`src/rtl/riscv_pkg.sv`:
```
// Shared RV32I definitions: base opcodes, immediate format encoding and the
// occupancy states of the decode skid buffer.
package riscv_pkg;

  localparam logic [6:0] OP_R      = 7'b0110011;
  localparam logic [6:0] OP_IMM    = 7'b0010011;
  localparam logic [6:0] OP_LOAD   = 7'b0000011;
  localparam logic [6:0] OP_JALR   = 7'b1100111;
  localparam logic [6:0] OP_SYSTEM = 7'b1110011;
  localparam logic [6:0] OP_STORE  = 7'b0100011;
  localparam logic [6:0] OP_BRANCH = 7'b1100011;
  localparam logic [6:0] OP_LUI    = 7'b0110111;
  localparam logic [6:0] OP_AUIPC  = 7'b0010111;
  localparam logic [6:0] OP_JAL    = 7'b1101111;

  typedef enum logic [2:0] {
    FMT_R   = 3'd0,
    FMT_I   = 3'd1,
    FMT_S   = 3'd2,
    FMT_B   = 3'd3,
    FMT_U   = 3'd4,
    FMT_J   = 3'd5,
    FMT_ILL = 3'd7
  } imm_fmt_e;

  typedef enum logic [1:0] {
    BUF_EMPTY = 2'd0,
    BUF_ONE   = 2'd1,
    BUF_FULL  = 2'd2
  } buf_state_e;

endpackage

```
`src/rtl/imm_decode.sv`:
```
// Combinational RV32I immediate decoder: classifies the format from the opcode
// and sign-extends the gathered immediate from instr[31] out to XLEN bits.
module imm_decode
  import riscv_pkg::*;
#(
  parameter int XLEN       = 32,
  parameter int SUPPORT_UJ = 1
) (
  input  logic [31:0]     instr,
  output logic [XLEN-1:0] imm,
  output logic [2:0]      fmt,
  output logic            illegal
);

  logic [31:0] imm32;
  imm_fmt_e    fmt_e;

  // Build a 32-bit immediate whose MSB is already the sign; widening happens once below.
  always_comb begin
    imm32   = '0;
    fmt_e   = FMT_ILL;
    illegal = 1'b1;
    case (instr[6:0])
      OP_R: begin
        fmt_e   = FMT_R;
        illegal = 1'b0;
      end
      OP_IMM, OP_LOAD, OP_JALR, OP_SYSTEM: begin
        fmt_e   = FMT_I;
        illegal = 1'b0;
        imm32   = {{20{instr[31]}}, instr[31:20]};
      end
      OP_STORE: begin
        fmt_e   = FMT_S;
        illegal = 1'b0;
        imm32   = {{20{instr[31]}}, instr[31:25], instr[11:7]};
      end
      OP_BRANCH: begin
        fmt_e   = FMT_B;
        illegal = 1'b0;
        imm32   = {{19{instr[31]}}, instr[31], instr[7], instr[30:25], instr[11:8], 1'b0};
      end
      OP_LUI, OP_AUIPC: begin
        if (SUPPORT_UJ != 0) begin
          fmt_e   = FMT_U;
          illegal = 1'b0;
          imm32   = {instr[31:12], 12'b0};
        end
      end
      OP_JAL: begin
        if (SUPPORT_UJ != 0) begin
          fmt_e   = FMT_J;
          illegal = 1'b0;
          imm32   = {{11{instr[31]}}, instr[31], instr[19:12], instr[20], instr[30:21], 1'b0};
        end
      end
      default: ;
    endcase
  end

  assign fmt = fmt_e;
  assign imm = XLEN'($signed(imm32));

endmodule

```
`src/rtl/imm_gen_pipe.sv`:
```
// Pipelined immediate generator: decodes on accept, holds results in a two-entry
// skid buffer behind valid/ready, and counts accepted illegal opcodes.
module imm_gen_pipe
  import riscv_pkg::*;
#(
  parameter int XLEN       = 32,
  parameter int SUPPORT_UJ = 1,
  parameter int CNT_W      = 8
) (
  input  logic             clk,
  input  logic             rst_n,
  input  logic             in_valid,
  output logic             in_ready,
  input  logic [31:0]      in_instr,
  output logic             out_valid,
  input  logic             out_ready,
  output logic [XLEN-1:0]  out_imm,
  output logic [2:0]       out_fmt,
  output logic             out_illegal,
  output logic [31:0]      out_instr,
  output logic [CNT_W-1:0] illegal_count,
  input  logic             clear_count
);

  localparam logic [CNT_W-1:0] CNT_MAX = '1;

  logic [XLEN-1:0] dec_imm;
  logic [2:0]      dec_fmt;
  logic            dec_illegal;

  imm_decode #(
    .XLEN       (XLEN),
    .SUPPORT_UJ (SUPPORT_UJ)
  ) u_decode (
    .instr   (in_instr),
    .imm     (dec_imm),
    .fmt     (dec_fmt),
    .illegal (dec_illegal)
  );

  buf_state_e      state, state_next;
  logic            in_ready_q;
  logic            accept, deliver;
  logic            load_main, load_skid, skid_to_main;
  logic [XLEN-1:0] main_imm, skid_imm;
  logic [2:0]      main_fmt, skid_fmt;
  logic            main_illegal, skid_illegal;
  logic [31:0]     main_instr, skid_instr;
  logic [CNT_W-1:0] count;

  assign in_ready  = in_ready_q;
  assign out_valid = (state != BUF_EMPTY);
  assign accept    = in_valid && in_ready_q;
  assign deliver   = out_valid && out_ready;

  // Occupancy transitions; FULL never sees an accept because in_ready is low there.
  always_comb begin
    state_next   = state;
    load_main    = 1'b0;
    load_skid    = 1'b0;
    skid_to_main = 1'b0;
    case (state)
      BUF_EMPTY: begin
        if (accept) begin
          state_next = BUF_ONE;
          load_main  = 1'b1;
        end
      end
      BUF_ONE: begin
        if (accept && deliver) begin
          load_main = 1'b1;
        end else if (accept) begin
          state_next = BUF_FULL;
          load_skid  = 1'b1;
        end else if (deliver) begin
          state_next = BUF_EMPTY;
        end
      end
      BUF_FULL: begin
        if (deliver) begin
          state_next   = BUF_ONE;
          skid_to_main = 1'b1;
        end
      end
      default: state_next = BUF_EMPTY;
    endcase
  end

  // in_ready follows the next occupancy so out_ready never reaches it combinationally.
  always_ff @(posedge clk or negedge rst_n) begin
    if (!rst_n) begin
      state      <= BUF_EMPTY;
      in_ready_q <= 1'b0;
    end else begin
      state      <= state_next;
      in_ready_q <= (state_next != BUF_FULL);
    end
  end

  always_ff @(posedge clk or negedge rst_n) begin
    if (!rst_n) begin
      main_imm     <= '0;
      main_fmt     <= '0;
      main_illegal <= 1'b0;
      main_instr   <= '0;
      skid_imm     <= '0;
      skid_fmt     <= '0;
      skid_illegal <= 1'b0;
      skid_instr   <= '0;
    end else begin
      if (load_main) begin
        main_imm     <= dec_imm;
        main_fmt     <= dec_fmt;
        main_illegal <= dec_illegal;
        main_instr   <= in_instr;
      end else if (skid_to_main) begin
        main_imm     <= skid_imm;
        main_fmt     <= skid_fmt;
        main_illegal <= skid_illegal;
        main_instr   <= skid_instr;
      end
      if (load_skid) begin
        skid_imm     <= dec_imm;
        skid_fmt     <= dec_fmt;
        skid_illegal <= dec_illegal;
        skid_instr   <= in_instr;
      end
    end
  end

  // Counted on accept; a clear in the same cycle takes priority.
  always_ff @(posedge clk or negedge rst_n) begin
    if (!rst_n) begin
      count <= '0;
    end else if (clear_count) begin
      count <= '0;
    end else if (accept && dec_illegal && (count != CNT_MAX)) begin
      count <= count + 1'b1;
    end
  end

  assign out_imm       = main_imm;
  assign out_fmt       = main_fmt;
  assign out_illegal   = main_illegal;
  assign out_instr     = main_instr;
  assign illegal_count = count;

endmodule

```
`config.mk`:
```
export PLATFORM = sky130hd
export DESIGN_NAME = imm_gen_pipe
export DESIGN_NICKNAME = d
export VERILOG_FILES = /design/src/rtl/riscv_pkg.sv /design/src/rtl/imm_decode.sv /design/src/rtl/imm_gen_pipe.sv
export SDC_FILE = /design/constraint.sdc
export NUM_CORES = 1
export LEC_CHECK = 0
export ABC_AREA = 1
export CAP_MARGIN = 20
export CORE_MARGIN = 10
export CORE_UTILIZATION = 48
export CTS_CLUSTER_DIAMETER = 80
export DETAILED_ROUTE_END_ITERATION = 10
export PLACE_DENSITY = 0.84
export SYNTH_ARGS = -nofsm -noshare
export SYNTH_HDL_FRONTEND = slang
export SYNTH_HIERARCHICAL = 1
export SYNTH_SLANG_ARGS = --single-unit
```
`constraint.sdc`:
```
create_clock -name clk -period 1.3 [get_ports clk]
set_input_delay 0.13 -clock clk [delete_from_list [all_inputs] [get_ports clk]]
set_output_delay 0.13 -clock clk [all_outputs]
set_load 0.005 [all_outputs]
```
# --- Word level (Yosys, flattened, before mapping) ---
# Index checks and enable logic that the tools add are counted.
totals:
  regBits: 147
  in_bits: 37
  output_inout_bits: 78
  word_cells: 64
op_classes:
  n_addsub: 1
  eq_ne: 14
  muxes: 26
  reduce_logical: 12
op_table:
  columns: ["op", "n"]
  rows:
  - ["one-hot mux 32 bit (5 select lines)", 1]
  - ["two-way mux 32 bit", 4]
  - ["equality test 7 bit, second input constant", 4]
  - ["equality test 7 x 6 -> 1 bit, second input constant", 3]
  - ["one-hot mux 3 bit (6 select lines)", 1]
  - ["two-way mux 8 bit", 2]
  - ["equality test 7 x 5 -> 1 bit, second input constant", 2]
  - ["two-way mux 2 bit", 5]
  - ["OR reduction 10 bit", 1]
  - ["two-way mux 1 bit", 9]
  - ["adder 8 x 1 -> 8 bit, second input constant", 1]
  - ["!= test 8 bit, second input constant", 1]
  - ["equality test 7 x 2 -> 1 bit, second input constant", 1]
  - ["two-way mux 3 bit", 2]
  - ["one-hot mux 2 bit (3 select lines)", 1]
  - ["nonzero test 2 bit", 3]
  - ["logical AND 1 bit", 5]
  - ["OR reduction 4 bit", 1]
  - ["equality test 2 x 1 -> 1 bit, second input constant", 1]
  - ["equality test 2 bit, second input constant", 1]
  - ["logical NOT 2 bit", 1]
  - ["!= test 2 bit, second input constant", 1]
  - ["one-hot mux 1 bit (2 select lines)", 1]
  - ["OR reduction 2 bit", 1]

# --- Logic depth before layout (Yosys ltp) ---
depth:
  word_depth: 7
  depth_mapped: 13
  ltp_nobuf: 13

# --- Modules after synthesis ---
# The synthesis kept the hierarchy.
by_module_without_submodules:
  columns: ["module", "n_inst", "cells_per_inst", "area_per_inst_um2", "seq_area_each_um2"]
  rows:
  - ["imm_gen_pipe", 1, 712, 6289.8, 3678.5]
  - ["imm_decode", 1, 135, 644.4, 0.0]

# --- Least setup slack after synthesis ---
# Ideal clock, no wire load.
synth_timing:
  kind: "input-to-reg"
  startpoint: "input in_instr[3]"
  endpoint: "register count[5], in the netlist illegal_count[5]"
  setup_time_ns: 0.118
  arrival_time_ns: 1.290
  required_ns: 1.182
  slack_ns: -0.108
  stages: 13
  n_path_buf: 0
  path_cell_list: "inv_1 > nand2_1 > nor2_4 > nand2_1 > nand3_1 > nor2_1 > inv_1 > nor2_1 > inv_1 > a21oi_2 > nor2_4 > nand2_1 > nand2_1"
synth_between:
  elab_chain_cells: 6
  elab_cells_between_ends: 15
  classes_between: "eq/ne: 10; mux: 1; reduce/logical: 4"
synth_rtl:
  columns: ["element", "line", "source"]
  rows:
  - ["start: declaration", "imm_gen_pipe.sv:14", "input logic [31:0] in_instr,"]
  - ["equality test 7 x 6 -> 1 bit, or another cell as far along", "imm_decode.sv:23", "case (instr[6:0])"]
  - ["OR reduction 10 bit (no source line) *", null, null]
  - ["two-way mux 1 bit *", null, null]
  - ["via dec_illegal", "imm_gen_pipe.sv:29", "logic dec_illegal;"]
  - ["logical AND 1 bit * (2 in series)", "imm_gen_pipe.sv:137", "end else if (accept && dec_illegal && (count != CNT_MAX)) begin"]
  - ["nonzero test 2 bit (no source line) *", null, null]
  - ["end signal: assignment", "imm_gen_pipe.sv:138", "count <= count + 1'b1;"]
  - ["end: declaration", "imm_gen_pipe.sv:49", "logic [CNT_W-1:0] count;"]
# The timed path passes the listed nets; every way through them passes the cells marked *.
# A chain may end at the register's enable or synchronous reset.

# --- Worst setup path in the final report ---
layout_timing:
  startpoint: "register state[0]"
  endpoint: "register skid_imm[0]"
layout_between:
  elab_chain_cells: 5
  elab_cells_between_ends: 6
  classes_between: "eq/ne: 1; mux: 2; reduce/logical: 3"
layout_rtl:
  columns: ["element", "line", "source"]
  rows:
  - ["start: declaration", "imm_gen_pipe.sv:41", "buf_state_e state, state_next;"]
  - ["start signal: assignment", "imm_gen_pipe.sv:95", "state <= state_next;"]
  - ["nonzero test 2 bit", "imm_gen_pipe.sv:52", "assign out_valid = (state != BUF_EMPTY);"]
  - ["logical AND 1 bit", "imm_gen_pipe.sv:54", "assign deliver = out_valid && out_ready;"]
  - ["logical AND 1 bit", "imm_gen_pipe.sv:70", "if (accept && deliver) begin"]
  - ["two-way mux 1 bit", "imm_gen_pipe.sv:70", null]
  - ["two-way mux 1 bit *", "imm_gen_pipe.sv:62", "case (state)"]
  - ["end signal: assignment", "imm_gen_pipe.sv:123", "skid_imm <= dec_imm;"]
  - ["end: declaration", "imm_gen_pipe.sv:45", "logic [XLEN-1:0] main_imm, skid_imm;"]
# Mark *: on every way between the ends. The rest lies on a longest branch, timed or not.

==> qor.yml <==
wl_per_cell_um: 34.2
period_share: 1.49
power_switching_w: 0.00906
clock_skew_ns: 0.0213
vias: 9118
yosys-top-cells-area: "dfrtp_1, nand2_1, nand3_1, o211ai_1, inv_1"
antenna_left: 0
layout-drive-gt1-share: 0.491
min_period_ns: 1.93
overflow: 0
clkPwrFrac: 0.234
worst_pin_slew_ns: 0.619
hold_class: "input port to register"
switching_share: 0.397
synth_fa_ha_area_frac: 0.00180
finalPower_w: 0.0228
grt_max_degree: 39
synth_edf_count: 0
antenna_found_initial: 1
p_leak_nw: 6.75
via_per_inst: 7.06
diodes: 0
clkSinkCount: 147
drc: 0
yosysMostFrequentCell: "nand2_1"
syn_to_final_growth_pct: 83.9
cts_buffer_depth: 2
synth_top_family_by_area: "simple AND/OR/NAND/NOR gates"
min_to: "skid_instr[4]"
max_freq_ghz: 0.517
critPathKind: "register to register"
cp_cell_sequence: "inv_2, buf_6, nor2_4, buf_8, buf_12, buf_12, nand3_1, nand2_1"
intPower_w: 0.0138
outcome: "complete, but fails checks"
setup_viol: 164
ys_top_cells_by_count: "nand2_1, nand3_1, dfrtp_1"
pin_count: 115
track_usage: 0.310
die_area_um2: 19700
initialDrtViolationCount: 1618
synthArstFlopShare: 1.00
drv_slew: 0
p_comb_frac: 0.433
cts.clk_slew.worst_paths_ns: 0.07
maxCapViolCount: 0
hold_ws_ns: 0.0521
cts_buffers: 17
worstPathArrival_ns: 2.30
synthXorXnorAreaFrac: 0.00126
synthSimpleGateAreaFrac: 0.310
start_kind: "register"
die_w_um: 140
core_um2: 14000
nFillCells: 457
htree_levels: 4
reg2regPathDepth: 8
relSlewSlack: 0.586
required_ns: 1.67
clk_latency_ns: 0.47
power_frac_seq: 0.333
worstReg2RegEnd: "skid_imm[0]"
cts_tree: "yes"
worstHoldPathCells: 3
first_global_vias: 8462
synth_cell_types: 27
crit_path_frequent_cell: "buf_12"
routed_wl_mm: 44.1
worst-path-stages: 8
hold_viol: 0
synth-seq-cells: 147
avgSynthCellArea_um2: 8.19
path_max_fanout: 6
slowest_delay_ns: 0.36
hold_start: "in_instr[4]"
dp_hpwl_mm: 14.1
ir_drop_mv: 1.53
cp_slowest_cell: "dfrtp_1"
die_h_um: 140
initial_utilization: 0.494
power_density_nw_per_um2: 1790
yosysTopAreaCellShare: 0.530
synth_warnings: 6
fin_nets: 1138
crit_buf_inv: 5
ys_seq_area_frac: 0.530
r2r-start: "state[0]"
synth.net_count: 885
violations: "setup timing"
muxShareOfSynthArea: 0
synth_area_leader_cell: "dfrtp_1"
synth_compound_area_frac: 0.0781
netlist_area_um2: 6930
grt_pass1_wl_mm: 48.0
rsz0062_at_grt: "yes"
worst_slack_ns: -0.633
cts_root_buf: "clkbuf_16"
io_buffers: 114
synth_flop_cell: "dfrtp_1"
r2r_slack_ns: -0.63
rows: 43
place.gp.congestion: 0.866
path_delay_family: "simple AND/OR/NAND/NOR gates"
syn_inst: 847
cp-end-kind: "register"
dr.pass1.iters: 8
[cells in the final DEF, fill, tap and decap left out, drive strengths merged, types with 2 or more instances in the layout]
cell / Yosys / routed
nand4: 2 / 2
clkbuf: 14 / 36
clkinvlp: 0 / 2
inv: 71 / 70
clkdlybuf4s15: 0 / 7
o21ai: 41 / 41
bufinv: 0 / 3
buf: 38 / 163
clkinv: 0 / 6
nor2: 28 / 28
nand3: 166 / 166
o21bai: 2 / 2
dlygate4sd2: 0 / 70
nand3b: 13 / 13
clkdlybuf4s50: 0 / 28
dfrtp: 147 / 147
nand2: 279 / 281
o211ai: 40 / 40
[layout make-up]
class	count	area, um2	share of cell area
Tap cell	180	225	0.0177
Multi-Input combinational cell	579	4440	0.348
Inverter	71	292	0.0229
Sequential cell	147	3680	0.289
Timing Repair Buffer	284	3530	0.277
Clock buffer	21	450	0.0353
Clock inverter	10	134	0.0105
[through the flow]
stage | std cells | worst slack [ns] | TNS (ns) | util | area [um2]
2_1_floorplan | 847 | 0.000859 | 0 | - | 6950
3_3_place_gp | 1157 | -0.756 | -57.48 | 0.625 | 8770
3_5_place_dp | 1157 | -0.841 | -64.88 | 0.625 | 8770
4_1_cts | 1265 | -0.150 | -13.45 | 0.792 | 11100
5_1_grt | 1292 | -0.614 | -45.46 | 0.908 | 12800
6_report | 1292 | -0.633 | -43.07 | 0.908 | 12800
[tightest hold or removal path, stage by stage]
cell and delay (ns):
clkbuf_2 0.15, inv_1 0.12, o21ai_2 0.07
[routing by layer]
layer,vias up,GRT usage,wire length [um]
met5,-,0,12
met2,1161,0.493,19400
met3,457,0.101,6710
li1,3300,-,-
met4,2,0.214,4400
met1,4198,0.347,13600
[cells by family after synthesis]
kind of cell | Yosys count
AO/OA/AOI/OAI | 86
XOR/XNOR | 1
adder cells (fa/ha/maj) | 1
buffers and inverters | 123
flip-flops | 147
AND/OR/NAND/NOR | 489
[worst max path at each step]
stage | startpoint | slack [ns] | to
CTS | state[0] | -0.15 | skid_instr[24]
global route | state[1] | -0.61 | out_instr[21]
detailed placement | in_instr[6] | -0.84 | illegal_count[2]
floorplan | in_instr[1] | 0.0009 | illegal_count[5]
finish | state[0] | -0.63 | skid_imm[0]
global placement | in_instr[6] | -0.76 | illegal_count[5]
[repair_timing]
item | CTS | global route
buffers inserted | 47 | 29
hold buffers | 1 | 0
setup endpoints to repair | 223 | 153
gates cloned | 30 | 13
pin swaps | 54 | 84
endpoints found under the hold margin | 147 | 0
resized for setup | 299 | 386
[flip-flops by register name, summed over array words and instances, names as in the netlist]
signal         cells
state              2
skid_instr        32
in_ready           1
out_fmt            3
skid_imm          32
out_imm           32
out_illegal        1
out_instr         32
skid_illegal       1
skid_fmt           3
illegal_count      8
[power groups by stage]
| stage | combinational, W | clock, W | sequential, W |
|---|---|---|---|
| 3_5_place_dp | 0.00492 | 0 | 0.00678 |
| 4_1_cts | 0.00703 | 0.00497 | 0.00682 |
| 2_1_floorplan | 0.00219 | 0 | 0.00668 |
| 6_report | 0.00988 | 0.00534 | 0.00759 |
| 5_1_grt | 0.0101 | 0.00546 | 0.00759 |
| 3_3_place_gp | 0.00480 | 0 | 0.00672 |
Note: power is estimated with default switching activity, not from simulation.
